==> config.mk <==
export PLATFORM = sky130hd
export DESIGN_NAME = csi_raw10_unpacker
export DESIGN_NICKNAME = d
export VERILOG_FILES = /design/src/rtl/csi_pkg.sv /design/src/rtl/raw10_group_decode.sv /design/src/rtl/csi_raw10_unpacker.sv
export SDC_FILE = /design/constraint.sdc
export NUM_CORES = 1
export LEC_CHECK = 0
export BUFFER_PORTS_ARGS = -buffer_cell sky130_fd_sc_hd__buf_4
export CAP_MARGIN = 10
export CORE_MARGIN = 4
export CORE_UTILIZATION = 60
export CTS_CLUSTER_DIAMETER = 200
export CTS_CLUSTER_SIZE = 16
export DETAILED_ROUTE_END_ITERATION = 8
export PLACE_DENSITY_LB_ADDON = 0.3
export SLEW_MARGIN = 20
export SYNTH_ARGS = -nofsm -noshare
export SYNTH_HDL_FRONTEND = slang
export SYNTH_SLANG_ARGS = --single-unit
export TNS_END_PERCENT = 5
==> constraint.sdc <==
create_clock -name clock_p -period 12.1 [get_ports clock_p]
set_input_delay 1.815 -clock clock_p [delete_from_list [all_inputs] [get_ports clock_p]]
set_output_delay 1.815 -clock clock_p [all_outputs]
set_load 0.1 [all_outputs]
==> src/rtl/csi_pkg.sv <==
// Shared CSI-2 definitions: RAW10 data type, group geometry and the unpacker state enum.
package csi_pkg;
  localparam logic [5:0] DT_RAW10           = 6'h2B;
  localparam logic [3:0] RAW10_GROUP_BYTES  = 4'd5;
  localparam logic [2:0] RAW10_GROUP_PIXELS = 3'd4;

  typedef enum logic [1:0] {
    ST_IDLE  = 2'd0,
    ST_FRAME = 2'd1,
    ST_LINE  = 2'd2
  } state_t;
endpackage

==> src/rtl/raw10_group_decode.sv <==
// Combinational RAW10 decode: five packed bytes B0..B4 become four 10-bit pixels.
module raw10_group_decode
  import csi_pkg::*;
(
  input  logic [39:0] group_bytes,
  output logic [39:0] pixels
);
  // Pn takes Bn as its 8 MSBs and the matching 2-bit field of B4 as its LSBs.
  always_comb begin
    pixels = '0;
    for (int p = 0; p < int'(RAW10_GROUP_PIXELS); p++)
      pixels[10*p +: 10] = {group_bytes[8*p +: 8], group_bytes[32 + 2*p +: 2]};
  end
endmodule

==> src/rtl/csi_raw10_unpacker.sv <==
// RAW10 payload unpacker: 32-bit CSI words in, 4-pixel groups with line/frame markers out.
// Define CSI_UNPACK_COORD_EN to add the out_x/out_y pixel coordinate outputs.
module csi_raw10_unpacker
  import csi_pkg::*;
#(
  parameter logic [5:0] DATA_TYPE = DT_RAW10
) (
  input  logic        clock_p,
  input  logic        reset,
  input  logic [31:0] in_data,
  input  logic        in_valid,
  input  logic [5:0]  in_data_type,
  input  logic [15:0] in_word_count,
  input  logic        sof,
  input  logic        eof,
  output logic [39:0] out_pixels,
  output logic        out_valid,
  output logic        out_sol,
  output logic        out_eol,
  output logic        out_sof,
  output logic        out_eof,
  output logic        err_len,
  output logic        err_trunc,
  output logic        err_orphan,
  output state_t      dbg_state
`ifdef CSI_UNPACK_COORD_EN
  ,
  output logic [15:0] out_x,
  output logic [15:0] out_y
`endif
);
  state_t      state;
  logic [15:0] line_bytes, byte_cnt;
  logic [3:0]  level;
  logic [63:0] byte_buf;
  logic        sol_pend, sof_pend;
`ifdef CSI_UNPACK_COORD_EN
  logic [15:0] x_cnt, y_cnt;
`endif

  logic        match, line_start, grp_v, line_done, last_grp, sol_now;
  logic [15:0] eff_lb, eff_bc, remain, new_bc, drained;
  logic [2:0]  n_take;
  logic [31:0] word_masked;
  logic [63:0] buf_app, buf_drn;
  logic [3:0]  lvl_app, lvl_drn;
  logic [39:0] dec_pixels;

  assign dbg_state = state;

  // The first word of a line is processed against in_word_count directly, so
  // it contributes in the same cycle the line length is latched.
  always_comb begin
    match       = in_valid && (in_data_type == DATA_TYPE);
    line_start  = (state == ST_FRAME);
    eff_lb      = line_start ? in_word_count : line_bytes;
    eff_bc      = line_start ? 16'd0 : byte_cnt;
    remain      = eff_lb - eff_bc;
    n_take      = (remain > 16'd4) ? 3'd4 : remain[2:0];
    word_masked = '0;
    for (int i = 0; i < 4; i++)
      if (3'(i) < n_take) word_masked[8*i +: 8] = in_data[8*i +: 8];
    buf_app  = byte_buf | ({32'd0, word_masked} << {level, 3'b000});
    lvl_app  = level + {1'b0, n_take};
    new_bc   = eff_bc + {13'd0, n_take};
    grp_v    = (lvl_app >= RAW10_GROUP_BYTES);
    buf_drn  = grp_v ? (buf_app >> 40) : buf_app;
    lvl_drn  = grp_v ? (lvl_app - RAW10_GROUP_BYTES) : lvl_app;
    line_done = (new_bc == eff_lb);
    // A group is the line's last full one when fewer than 5 line bytes remain after it.
    drained  = new_bc - {12'd0, lvl_drn};
    last_grp = ((eff_lb - drained) < 16'd5);
    sol_now  = line_start || sol_pend;
  end

  raw10_group_decode u_decode (
    .group_bytes (buf_app[39:0]),
    .pixels      (dec_pixels)
  );

  always_ff @(posedge clock_p) begin
    if (reset) begin
      state      <= ST_IDLE;
      line_bytes <= '0;
      byte_cnt   <= '0;
      level      <= '0;
      byte_buf   <= '0;
      sol_pend   <= 1'b0;
      sof_pend   <= 1'b0;
      out_pixels <= '0;
      out_valid  <= 1'b0;
      out_sol    <= 1'b0;
      out_eol    <= 1'b0;
      out_sof    <= 1'b0;
      out_eof    <= 1'b0;
      err_len    <= 1'b0;
      err_trunc  <= 1'b0;
      err_orphan <= 1'b0;
`ifdef CSI_UNPACK_COORD_EN
      x_cnt <= '0;
      y_cnt <= '0;
      out_x <= '0;
      out_y <= '0;
`endif
    end else begin
      out_valid  <= 1'b0;
      out_sol    <= 1'b0;
      out_eol    <= 1'b0;
      out_sof    <= 1'b0;
      out_eof    <= 1'b0;
      err_len    <= 1'b0;
      err_trunc  <= 1'b0;
      err_orphan <= 1'b0;
      // Frame events take priority over a word presented in the same cycle.
      if (eof) begin
        state     <= ST_IDLE;
        level     <= '0;
        byte_buf  <= '0;
        out_eof   <= 1'b1;
        err_trunc <= (state == ST_LINE);
      end else if (sof) begin
        state     <= ST_FRAME;
        level     <= '0;
        byte_buf  <= '0;
        sof_pend  <= 1'b1;
        err_trunc <= (state == ST_LINE);
`ifdef CSI_UNPACK_COORD_EN
        y_cnt <= '0;
`endif
      end else if (match) begin
        if (state == ST_IDLE) begin
          err_orphan <= 1'b1;
        end else begin
          line_bytes <= eff_lb;
          byte_cnt   <= new_bc;
          if (grp_v) begin
            out_valid  <= 1'b1;
            out_pixels <= dec_pixels;
            out_sol    <= sol_now;
            out_eol    <= last_grp;
            out_sof    <= sof_pend;
            sol_pend   <= 1'b0;
            sof_pend   <= 1'b0;
`ifdef CSI_UNPACK_COORD_EN
            out_x <= sol_now ? 16'd0 : x_cnt;
            x_cnt <= (sol_now ? 16'd0 : x_cnt) + 16'(RAW10_GROUP_PIXELS);
            out_y <= y_cnt;
            if (last_grp) y_cnt <= y_cnt + 16'd1;
`endif
          end else if (line_start) begin
            sol_pend <= 1'b1;
          end
          if (line_done) begin
            state    <= ST_FRAME;
            level    <= '0;
            byte_buf <= '0;
            err_len  <= (lvl_drn != 4'd0);
          end else begin
            state    <= ST_LINE;
            level    <= lvl_drn;
            byte_buf <= buf_drn;
          end
        end
      end
    end
  end
endmodule

==> flow_metrics.py, run 1 <==
metrics = {
    "final_layout": {
        "stdcell_area_mm2": 0.0116,
        "syn2layout_area_growth_pct": 15.2,
        "diodes": 0,
        "fill_cells": 1385,
        "nNetsFinal": 1488,
        "layout-drive-gt1-share_pct": 13.8,
    },
    "critical_path": {
        "end_kind": "register",
        "critPathLaunchType": "input pin",
        "crit_required_ps": 12420,
        "cp.arrival_ps": 10680,
        "cp_max_fo": 10,
        "cpMaxStageDelayCell": "a21oi_1",
        "critical_path_class": "input pin to register",
        "critical_path.most_common_cell": "o21a_1",
        "cpPeakStageDelay_ps": 650,
    },
    "place": {
        "io_buffers": 108,
        "post-place-ws_ps": 1400,
        "dpl_cell_area_mm2": 0.0110,
        "gp_congestion": 1.03,
        "hpwlAfterDp_um": 24300,
    },
    "clock_network": {
        "post-cts-setup-buffers": 0,
        "clk_pin_slew_ps": 80,
        "htreeDepth": 4,
        "insertion_delay_ps": 440,
        "cts_root_buf": "clkbuf_16",
        "numCtsBuffers": 17,
        "cts_tree": "yes",
        "holdBufCountCts": 0,
        "cts.sinks": 152,
        "post_cts_resized": 0,
        "ctsLongestPathBuffers": 2,
    },
    "sta": {
        "period_minus_slack_ps": 10360,
        "worst-slew-pin-transition_ps": 1160,
        "fin_crit_sh_pct": 85.6,
        "fin_tns_setup_ps": 0,
        "setup_viol": 0,
        "report.final.slew_viol_count": 0,
        "clock_skew_ps": 11.9,
        "slew_headroom_pct": 22.4,
        "clock.fmax_ghz": 0.0965,
        "rsz0062_at_grt": "no",
        "setup_ws_ps": 1740,
        "report.final.hold_viol_count": 0,
    },
    "synthesis": {
        "ys_ff_latch": 152,
        "synth_top_cell_by_area": "dfxtp_1",
        "async_flop_share_pct": 0,
        "yosys-top-cells-area": "dfxtp_1, nand2_1, ha_1, nor2_1, a21oi_1",
        "synth_enable_flop_cells": 0,
        "synth_warnings": 0,
        "syn-instance-count": 1302,
        "syn_area_mm2": 0.0101,
        "synth_nets": 1415,
        "ys_types": 85,
        "ys.flop_type": "dfxtp_1",
        "synth_top_area_share_pct": 30.1,
        "synth_area_per_cell_um2": 7.75,
        "yosysSeqAreaShare_pct": 30.1,
    },
    "floorplanning": {
        "rows": 47,
        "core_mm2": 0.0165,
        "start_util_pct": 61.1,
        "fp.dieW_um": 138,
        "io_pins": 109,
        "dieArea_mm2": 0.0190,
        "die_h_um": 138,
    },
    "run": {
        "cap_violations": 0,
    },
    "pwr": {
        "p_leak_uw": 0.00481,
        "peakVddDrop_mv": 0.0956,
        "pwr_density_cell_mw_per_mm2": 104,
    },
    "grt": {
        "grt_overflow": 0,
        "grt_max_degree": 48,
        "grt_pass1_vias": 9773,
        "antenna_found_initial": 0,
        "grt_pass1_wl_um": 52500,
        "grt_use_total_pct": 35.1,
    },
    "routing": {
        "first_iter_violations": 1332,
        "finalWirelength_um": 33300,
        "viasPerCell": 6.58,
        "vias": 10600,
        "dr.pass1.iters": 8,
        "ant_nets": 0,
        "drcViolationCount": 0,
        "routedWlPerCell_um": 20.7,
    },
    "status": {
        "status": "complete, no violations",
    },
    "worst_hold_path": {
        "hold_path.class": "register to register",
    },
}
final timing paths:
| kind | start | to | slack, ps | depth (start not counted) |
|---|---|---|---|---|
| worst max-delay path | in_word_count[0] | out_eol$_SDFF_PP0_ | 1740 | 34 |
| worst min-delay path | byte_buf[48]$_SDFFE_PP0P_ | byte_buf[48]$_SDFFE_PP0P_ | 450 | 2 |
| worst max register to register | dbg_state[0]$_SDFFE_PP0P_ | out_eol$_SDFF_PP0_ | 1810 | 35 |
| worst min register to register | byte_buf[48]$_SDFFE_PP0P_ | byte_buf[48]$_SDFFE_PP0P_ | 450 | 2 |
report_power, final:
| part | total [uW] | internal [uW] | switching (uW) |
|---|---|---|---|
| Combinational | 166 | 64.5 | 101 |
| Clock | 547 | 282 | 265 |
| Sequential | 501 | 500 | 0.850 |
| Total | 1210 | 847 | 367 |
layer usage:
layer	global-route usage (%)	vias up	part of all wire, %
li1	-	4952	-
met1	51.0	4918	44
met2	49.8	621	41
met3	9.97	84	12
met4	11.2	0	2.8
met5	0.833	-	0
cell usage after synthesis (8+ instances only):
master	instances
a21o_1	21
xnor2_1	18
ha_1	50
nor3_1	33
clkbuf_1	51
xor2_1	16
nor2b_1	15
nand2_1	226
a22oi_1	38
nor4_1	15
a221oi_2	10
a31oi_1	24
a22o_1	20
nor2_1	117
dfxtp_1	152
a221oi_1	12
or3_1	9
mux2i_1	12
o31ai_1	19
buf_2	8
o21bai_1	10
inv_1	47
nand3_1	13
a21oi_1	63
a31o_1	9
nand4_1	11
nand2b_1	17
o21ai_0	50
and3_1	16
o211ai_1	11
a2bb2oi_1	8
o21ai_1	31
a211oi_1	30
o21a_1	10
registers in the layout, indices dropped and copies added (netlist names), 2 cells and up:
register	cells
out_pixels	40
byte_buf	64
byte_cnt	16
level	4
dbg_state	2
line_bytes	16
through the flow:
stage	hold slack, ps	power (uW)	util, %	std cells
floorplan	416	618	-	1302
global placement	425	671	66.6	1576
detailed placement	439	673	66.6	1576
CTS	453	1210	70.4	1608
global route	473	1250	70.4	1608
finish	450	1210	70.4	1608
critical path: cells and delay by family:
family          cells  cell delay (ps)
simple gates        6             1430
fa+ha+maj           7             2100
buf+inv             4              370
compound gates     15             4180
mux                 2              780
kinds of logic after synthesis:
logic type | count (synthesis) | share of synthesized area (%)
adders and majority gates | 55 | 7.09
AOI/OAI and AO/OA | 415 | 29.4
DFF | 152 | 30.1
muxes | 18 | 1.86
and+or+nand+nor | 512 | 23.7
xor gates and xnor gates | 34 | 2.95
buffers and inverters | 116 | 4.82
layout by cell type (no fill, tap or decap), drive strengths merged, types with 10 or more instances in the layout:
cell type    n
and3        17
o31ai       20
a22o        20
nor3        33
a221oi      22
nand2      227
o21ai       81
nand3       13
xnor2       18
xor2        16
a21oi       64
inv         54
nand4       11
o21bai      10
a22oi       38
nand2b      17
nor4        19
o21a        10
ha          50
a31oi       25
buf        122
o211ai      11
mux2i       12
a31o        10
a211oi      30
nor2       117
a21o        21
nor2b       15
clkbuf      17
dfxtp      152
final cells by class:
type | count | area, um2 | share of cell area (%)
clock buffer | 17 | 425 | 3.66
clock inverter | 15 | 191 | 1.65
inverter | 48 | 180 | 1.55
multi-input combinational | 1034 | 6600 | 56.7
sequential | 152 | 3040 | 26.2
tap | 220 | 275 | 2.37
timing repair buffer | 122 | 916 | 7.88
Power figures use the tool's default switching activity.
==> run 2: changes to the inputs <==
BUFFER_PORTS_ARGS = -buffer_cell sky130_fd_sc_hd__buf_2   (was -buffer_cell sky130_fd_sc_hd__buf_4)
==> run 2 against run 1 <==
First-iteration DRC count grew 13%. Largest power group unchanged. Worst setup slack lost 160 ps. Sequential share of layout area rose by 0.76 points.
==> flow_metrics.py, run 2 (synthesis gave the netlist of run 1 again) <==
metrics = {
    "worst_hold_path": {
        "min_from": "byte_buf[28]$_SDFFE_PP0P_",
        "hold_path.class": "register to register",
    },
    "floorplanning": {
        "start_util_pct": 61.1,
        "core_mm2": 0.0165,
        "die_h_um": 138,
        "rows": 47,
        "io_pins": 109,
        "dieArea_mm2": 0.0190,
        "fp.dieW_um": 138,
    },
    "critical_path": {
        "critical_path_class": "input pin to register",
        "end_kind": "register",
        "cp-endpoint": "out_eol$_SDFF_PP0_",
        "r2r_slack_ps": 1740,
        "critical_path.most_common_cell": "o21a_1",
        "cpMaxStageDelayCell": "a21oi_1",
        "r2r_cells": 34,
        "cp_max_fo": 10,
        "critPathLaunchType": "input pin",
        "cpPeakStageDelay_ps": 740,
        "regToRegEndpoint": "out_eol$_SDFF_PP0_",
        "r2r_start": "dbg_state[0]$_SDFFE_PP0P_",
        "crit_required_ps": 12400,
        "cp-startpoint": "in_word_count[0]",
        "cp.arrival_ps": 10820,
    },
    "grt": {
        "grt_max_degree": 48,
        "antenna_found_initial": 0,
        "grt_pass1_vias": 9658,
        "grt_pass1_wl_um": 51500,
        "grt_use_total_pct": 34.4,
        "grt_overflow": 0,
    },
    "final_layout": {
        "nNetsFinal": 1489,
        "utilization_pct": 68.4,
        "diodes": 0,
        "reg.largest.list": "byte_buf x64, out_pixels x40",
        "syn2layout_area_growth_pct": 11.9,
        "stdcell_area_mm2": 0.0113,
        "mostFrequentLayoutCell": "nand2_1",
        "layout_common_cells": "nand2_1, dfxtp_1, nor2_1",
        "largest-register": "byte_buf",
        "largest_reg_flops": 64,
        "layout-drive-gt1-share_pct": 13.8,
        "fin_cells": 1608,
    },
    "pwr": {
        "p_leak_uw": 0.00474,
        "pwr_density_cell_mw_per_mm2": 104,
        "peakVddDrop_mv": 0.105,
    },
    "sta": {
        "setup_viol": 0,
        "clock.fmax_ghz": 0.0951,
        "fin_crit_sh_pct": 86.9,
        "report.final.hold_viol_count": 0,
        "clock_skew_ps": 7.93,
        "fin_tns_setup_ps": 0,
        "rsz0062_at_grt": "no",
        "worst-slew-pin-transition_ps": 1040,
        "report.final.slew_viol_count": 0,
        "period_minus_slack_ps": 10520,
        "slew_headroom_pct": 30.2,
    },
    "clock_network": {
        "cts_tree": "yes",
        "clk_pin_slew_ps": 70,
        "ctsLongestPathBuffers": 2,
        "htreeDepth": 4,
        "cts.sinks": 152,
        "numCtsBuffers": 17,
        "cts_root_buf": "clkbuf_16",
        "post_cts_resized": 0,
        "post-cts-setup-buffers": 0,
        "holdBufCountCts": 0,
        "insertion_delay_ps": 440,
    },
    "routing": {
        "viasPerCell": 6.61,
        "vias": 10600,
        "routedWlPerCell_um": 20.6,
        "finalWirelength_um": 33200,
        "drcViolationCount": 0,
        "ant_nets": 0,
        "dr.pass1.iters": 6,
        "first_iter_violations": 1506,
    },
    "place": {
        "gp_congestion": 0.991,
        "post-place-cells": 1577,
        "dpl_cell_area_mm2": 0.0107,
        "io_buffers": 108,
        "hpwlAfterDp_um": 23800,
    },
    "run": {
        "cap_violations": 0,
    },
    "status": {
        "status": "complete, no violations",
    },
}
-- run 2: cell types whose count changed in the layout (fill, tap and decap cells not counted), sizes merged --
cell,change
clkinvlp,+2
clkbuf,+1
buf,+1
clkinv,-4
-- run 2: worst max-delay path: cells and delay by family --
kind,cells,cell delay (ps)
AOI/OAI and AO/OA,15,4360
muxes,2,760
adders and majority gates,7,2120
and+or+nand+nor,6,1420
buffers and inverters,4,360
-- run 2: final cells by class --
type	count	area [um2]
fill	1401	5230
clock inverter	13	111
clock buffer	18	439
multi-input combinational	1034	6600
sequential	152	3040
timing repair buffer	123	653
inverter	48	180
tap	220	275
-- run 2: report_power, final --
| part | switching [uW] | leakage (uW) | internal, uW |
|---|---|---|---|
| sequential | 0.839 | 0.00122 | 501 |
| combinational | 102 | 0.00324 | 58.8 |
| clock | 234 | 0.000269 | 273 |
| total | 337 | 0.00474 | 832 |
-- run 2: metrics by stage --
| step | setup WS (ps) | hold WS [ps] | power, uW |
|---|---|---|---|
| 2_1_floorplan | 2630 | 416 | 618 |
| 3_3_place_gp | 1720 | 427 | 665 |
| 3_5_place_dp | 1330 | 435 | 667 |
| 4_1_cts | 1670 | 449 | 1170 |
| 5_1_grt | 914 | 467 | 1200 |
| 6_report | 1580 | 450 | 1170 |
-- run 2: routing by layer --
metal  share of wire, %  GRT usage [%]  vias to the layer above
met5                  0              0                        -
met4                3.3           12.4                        0
met3                 12           7.67                       98
met2                 42           49.0                      664
met1                 43           50.8                     4914
li1                   -              -                     4948
-- run 2: worst min path at each step --
stage / end / slack [ps] / cells after the start
2_1_floorplan: byte_buf[55]$_SDFFE_PP0P_ / 420 / 2
3_3_place_gp: byte_buf[55]$_SDFFE_PP0P_ / 430 / 2
3_5_place_dp: byte_buf[52]$_SDFFE_PP0P_ / 440 / 2
4_1_cts: byte_buf[52]$_SDFFE_PP0P_ / 450 / 2
5_1_grt: line_bytes[7]$_SDFFE_PP0P_ / 470 / 2
6_report: byte_buf[28]$_SDFFE_PP0P_ / 450 / 2
==> run 3: changes to the inputs <==
ABC_AREA = 1   (was not set)
SYNTH_HIERARCHICAL = 1   (was not set)
==> run 3 against run 2 <==
Power up 4.5%. Final cell count up 19%. Die area up 4.9%. Clock skew up 4.8 ps. Worst hold slack worse by 2.9 ps. Synthesized area up 5.2%.
==> flow_metrics.py, run 3 <==
metrics = {
    "routing": {
        "first_iter_violations": 891,
        "drcViolationCount": 0,
        "vias": 10800,
        "dr.pass1.iters": 5,
        "ant_nets": 0,
        "finalWirelength_um": 31000,
        "viasPerCell": 5.63,
        "routedWlPerCell_um": 16.1,
    },
    "clock_network": {
        "ctsLongestPathBuffers": 2,
        "clk_pin_slew_ps": 80,
        "htreeDepth": 4,
        "post-cts-setup-buffers": 0,
        "cts_tree": "yes",
        "holdBufCountCts": 0,
        "insertion_delay_ps": 440,
        "numCtsBuffers": 17,
        "post_cts_resized": 0,
        "cts_root_buf": "clkbuf_16",
        "cts.sinks": 152,
    },
    "synthesis": {
        "yosys-top-cells-area": "dfxtp_1, nand2_1, nand3_1, inv_1, ha_1",
        "yosysSeqAreaShare_pct": 28.7,
        "syn_area_mm2": 0.0106,
        "synth_area_per_cell_um2": 6.40,
        "syn-instance-count": 1659,
        "yosysMostFrequentCell": "nand2_1",
        "synth_enable_flop_cells": 0,
        "ys_ff_latch": 152,
        "synth_top_area_share_pct": 28.7,
        "synth_top_cell_by_area": "dfxtp_1",
        "ys.flop_type": "dfxtp_1",
        "async_flop_share_pct": 0,
        "synth_nets": 1772,
        "ys_types": 48,
        "ys_top_cells_by_count": "nand2_1, inv_1, nand3_1",
        "synth_warnings": 6,
    },
    "final_layout": {
        "largest-register": "byte_buf",
        "layout-drive-gt1-share_pct": 12.1,
        "nNetsFinal": 1796,
        "diodes": 0,
        "layout_common_cells": "nand2_1, nand3_1, inv_1",
        "multi_input_comb_area_mm2": 0.00613,
        "mostFrequentLayoutCell": "nand2_1",
        "largest_reg_flops": 64,
        "seqCellArea_mm2": 0.00304,
        "fill_cells": 1595,
        "utilization_pct": 66.4,
        "reg.largest.list": "byte_buf x64, out_pixels x40",
        "syn2layout_area_growth_pct": 8.21,
    },
    "grt": {
        "grt_overflow": 0,
        "grt_pass1_vias": 9785,
        "grt_max_degree": 68,
        "grt_use_total_pct": 30.8,
        "grt_pass1_wl_um": 49700,
        "antenna_found_initial": 0,
    },
    "sta": {
        "setup_viol": 0,
        "rsz0062_at_grt": "no",
        "worst-slew-pin-transition_ps": 1150,
        "clock.fmax_ghz": 0.114,
        "clock_skew_ps": 12.8,
        "report.final.hold_viol_count": 0,
        "report.final.slew_viol_count": 0,
        "period_minus_slack_ps": 8740,
        "slew_headroom_pct": 22.7,
        "fin_tns_setup_ps": 0,
        "fin_crit_sh_pct": 72.3,
    },
    "critical_path": {
        "cpMaxStageDelayCell": "inv_2",
        "cp_max_fo": 45,
        "r2r_start": "dbg_state[0]$_SDFFE_PP0P_",
        "end_kind": "register",
        "cp.arrival_ps": 9080,
        "critical_path_class": "input pin to register",
        "cpPeakStageDelay_ps": 570,
        "critPathLaunchType": "input pin",
        "crit_required_ps": 12440,
        "critical_path.most_common_cell": "nor2_1",
        "cp-startpoint": "in_word_count[9]",
    },
    "floorplanning": {
        "start_util_pct": 61.4,
        "core_mm2": 0.0173,
        "dieArea_mm2": 0.0199,
        "die_h_um": 141,
        "fp.dieW_um": 141,
        "rows": 48,
        "io_pins": 109,
    },
    "place": {
        "gp_congestion": 0.969,
        "hpwlAfterDp_um": 22100,
        "io_buffers": 108,
    },
    "status": {
        "status": "complete, no violations",
    },
    "pwr": {
        "pwr_density_cell_mw_per_mm2": 106,
        "seq_power_share_pct": 41.1,
        "clockPowerShare_pct": 44.5,
        "p_int_uw": 859,
        "combPwrFrac_pct": 14.5,
        "p_leak_uw": 0.00607,
        "peakVddDrop_mv": 0.0989,
        "switching_share_pct": 29.7,
        "p_switching_uw": 362,
    },
    "run": {
        "cap_violations": 0,
    },
    "worst_hold_path": {
        "min_from": "line_bytes[12]$_SDFFE_PP0P_",
        "hold_path.class": "register to register",
    },
}
[run 3: metrics by stage]
step	total power (uW)	area (um2)	setup slack, ps	instances	hold WS, ps
2_1_floorplan	647	10600	4220	1659	425
3_3_place_gp	685	10900	3370	1889	434
3_5_place_dp	686	10900	3110	1889	443
4_1_cts	1220	11500	3530	1921	453
5_1_grt	1270	11500	2700	1921	473
6_report	1220	11500	3360	1921	447
[run 3: cell families (layout without fill, tap and decap cells)]
kind of cell             count (synthesis)  in the layout  synth area share (%)
buffers and inverters                  329            366                  13.8
flip-flops                             152            152                  28.7
AO/OA/AOI/OAI                          249            249                  12.9
adder cells (fa/ha/maj)                 54             54                  6.65
AND/OR/NAND/NOR                        846            846                  35.6
XOR/XNOR                                29             29                  2.46
[run 3: worst paths after layout]
| kind | slack (ps) | endpoint | depth (start not counted) |
|---|---|---|---|
| worst min-delay path | 450 | line_bytes[12]$_SDFFE_PP0P_ | 2 |
| worst min register to register | 450 | line_bytes[12]$_SDFFE_PP0P_ | 2 |
| worst max register to register | 3750 | byte_buf[45]$_SDFFE_PP0P_ | 37 |
| worst max-delay path | 3360 | byte_buf[45]$_SDFFE_PP0P_ | 36 |
[run 3: layer usage]
| layer | global-route usage [%] | share of wire, % | vias to the layer above |
|---|---|---|---|
| met5 | 0 | 0 | - |
| met4 | 9.33 | 1.8 | 0 |
| met3 | 6.48 | 9.3 | 57 |
| met2 | 46.3 | 43 | 466 |
| met1 | 44.2 | 45 | 4911 |
| li1 | - | - | 5379 |
[run 3: cell type report]
type                            count  area share (%)
Tap cell                          225            2.45
Inverter                          213            6.96
Timing Repair Buffer              121            5.55
Multi-Input combinational cell   1178            53.3
Sequential cell                   152            26.5
Clock inverter                     14            1.37
Clock buffer                       18            3.82
[run 3: worst max-delay path: cells and delay by family]
| family | cells | cell delay, ps |
|---|---|---|
| XOR/XNOR | 1 | 180 |
| AO/OA/AOI/OAI | 6 | 1400 |
| buffers and inverters | 5 | 1080 |
| AND/OR/NAND/NOR | 21 | 3420 |
| adder cells (fa/ha/maj) | 3 | 1160 |
[run 3: power by group through the flow]
stage	logic [uW]	clock network, uW	registers, uW
3_5_place_dp	172	0	513
4_1_cts	174	549	502
5_1_grt	197	570	502
3_3_place_gp	172	0	513
6_report	177	543	502
2_1_floorplan	132	0	515
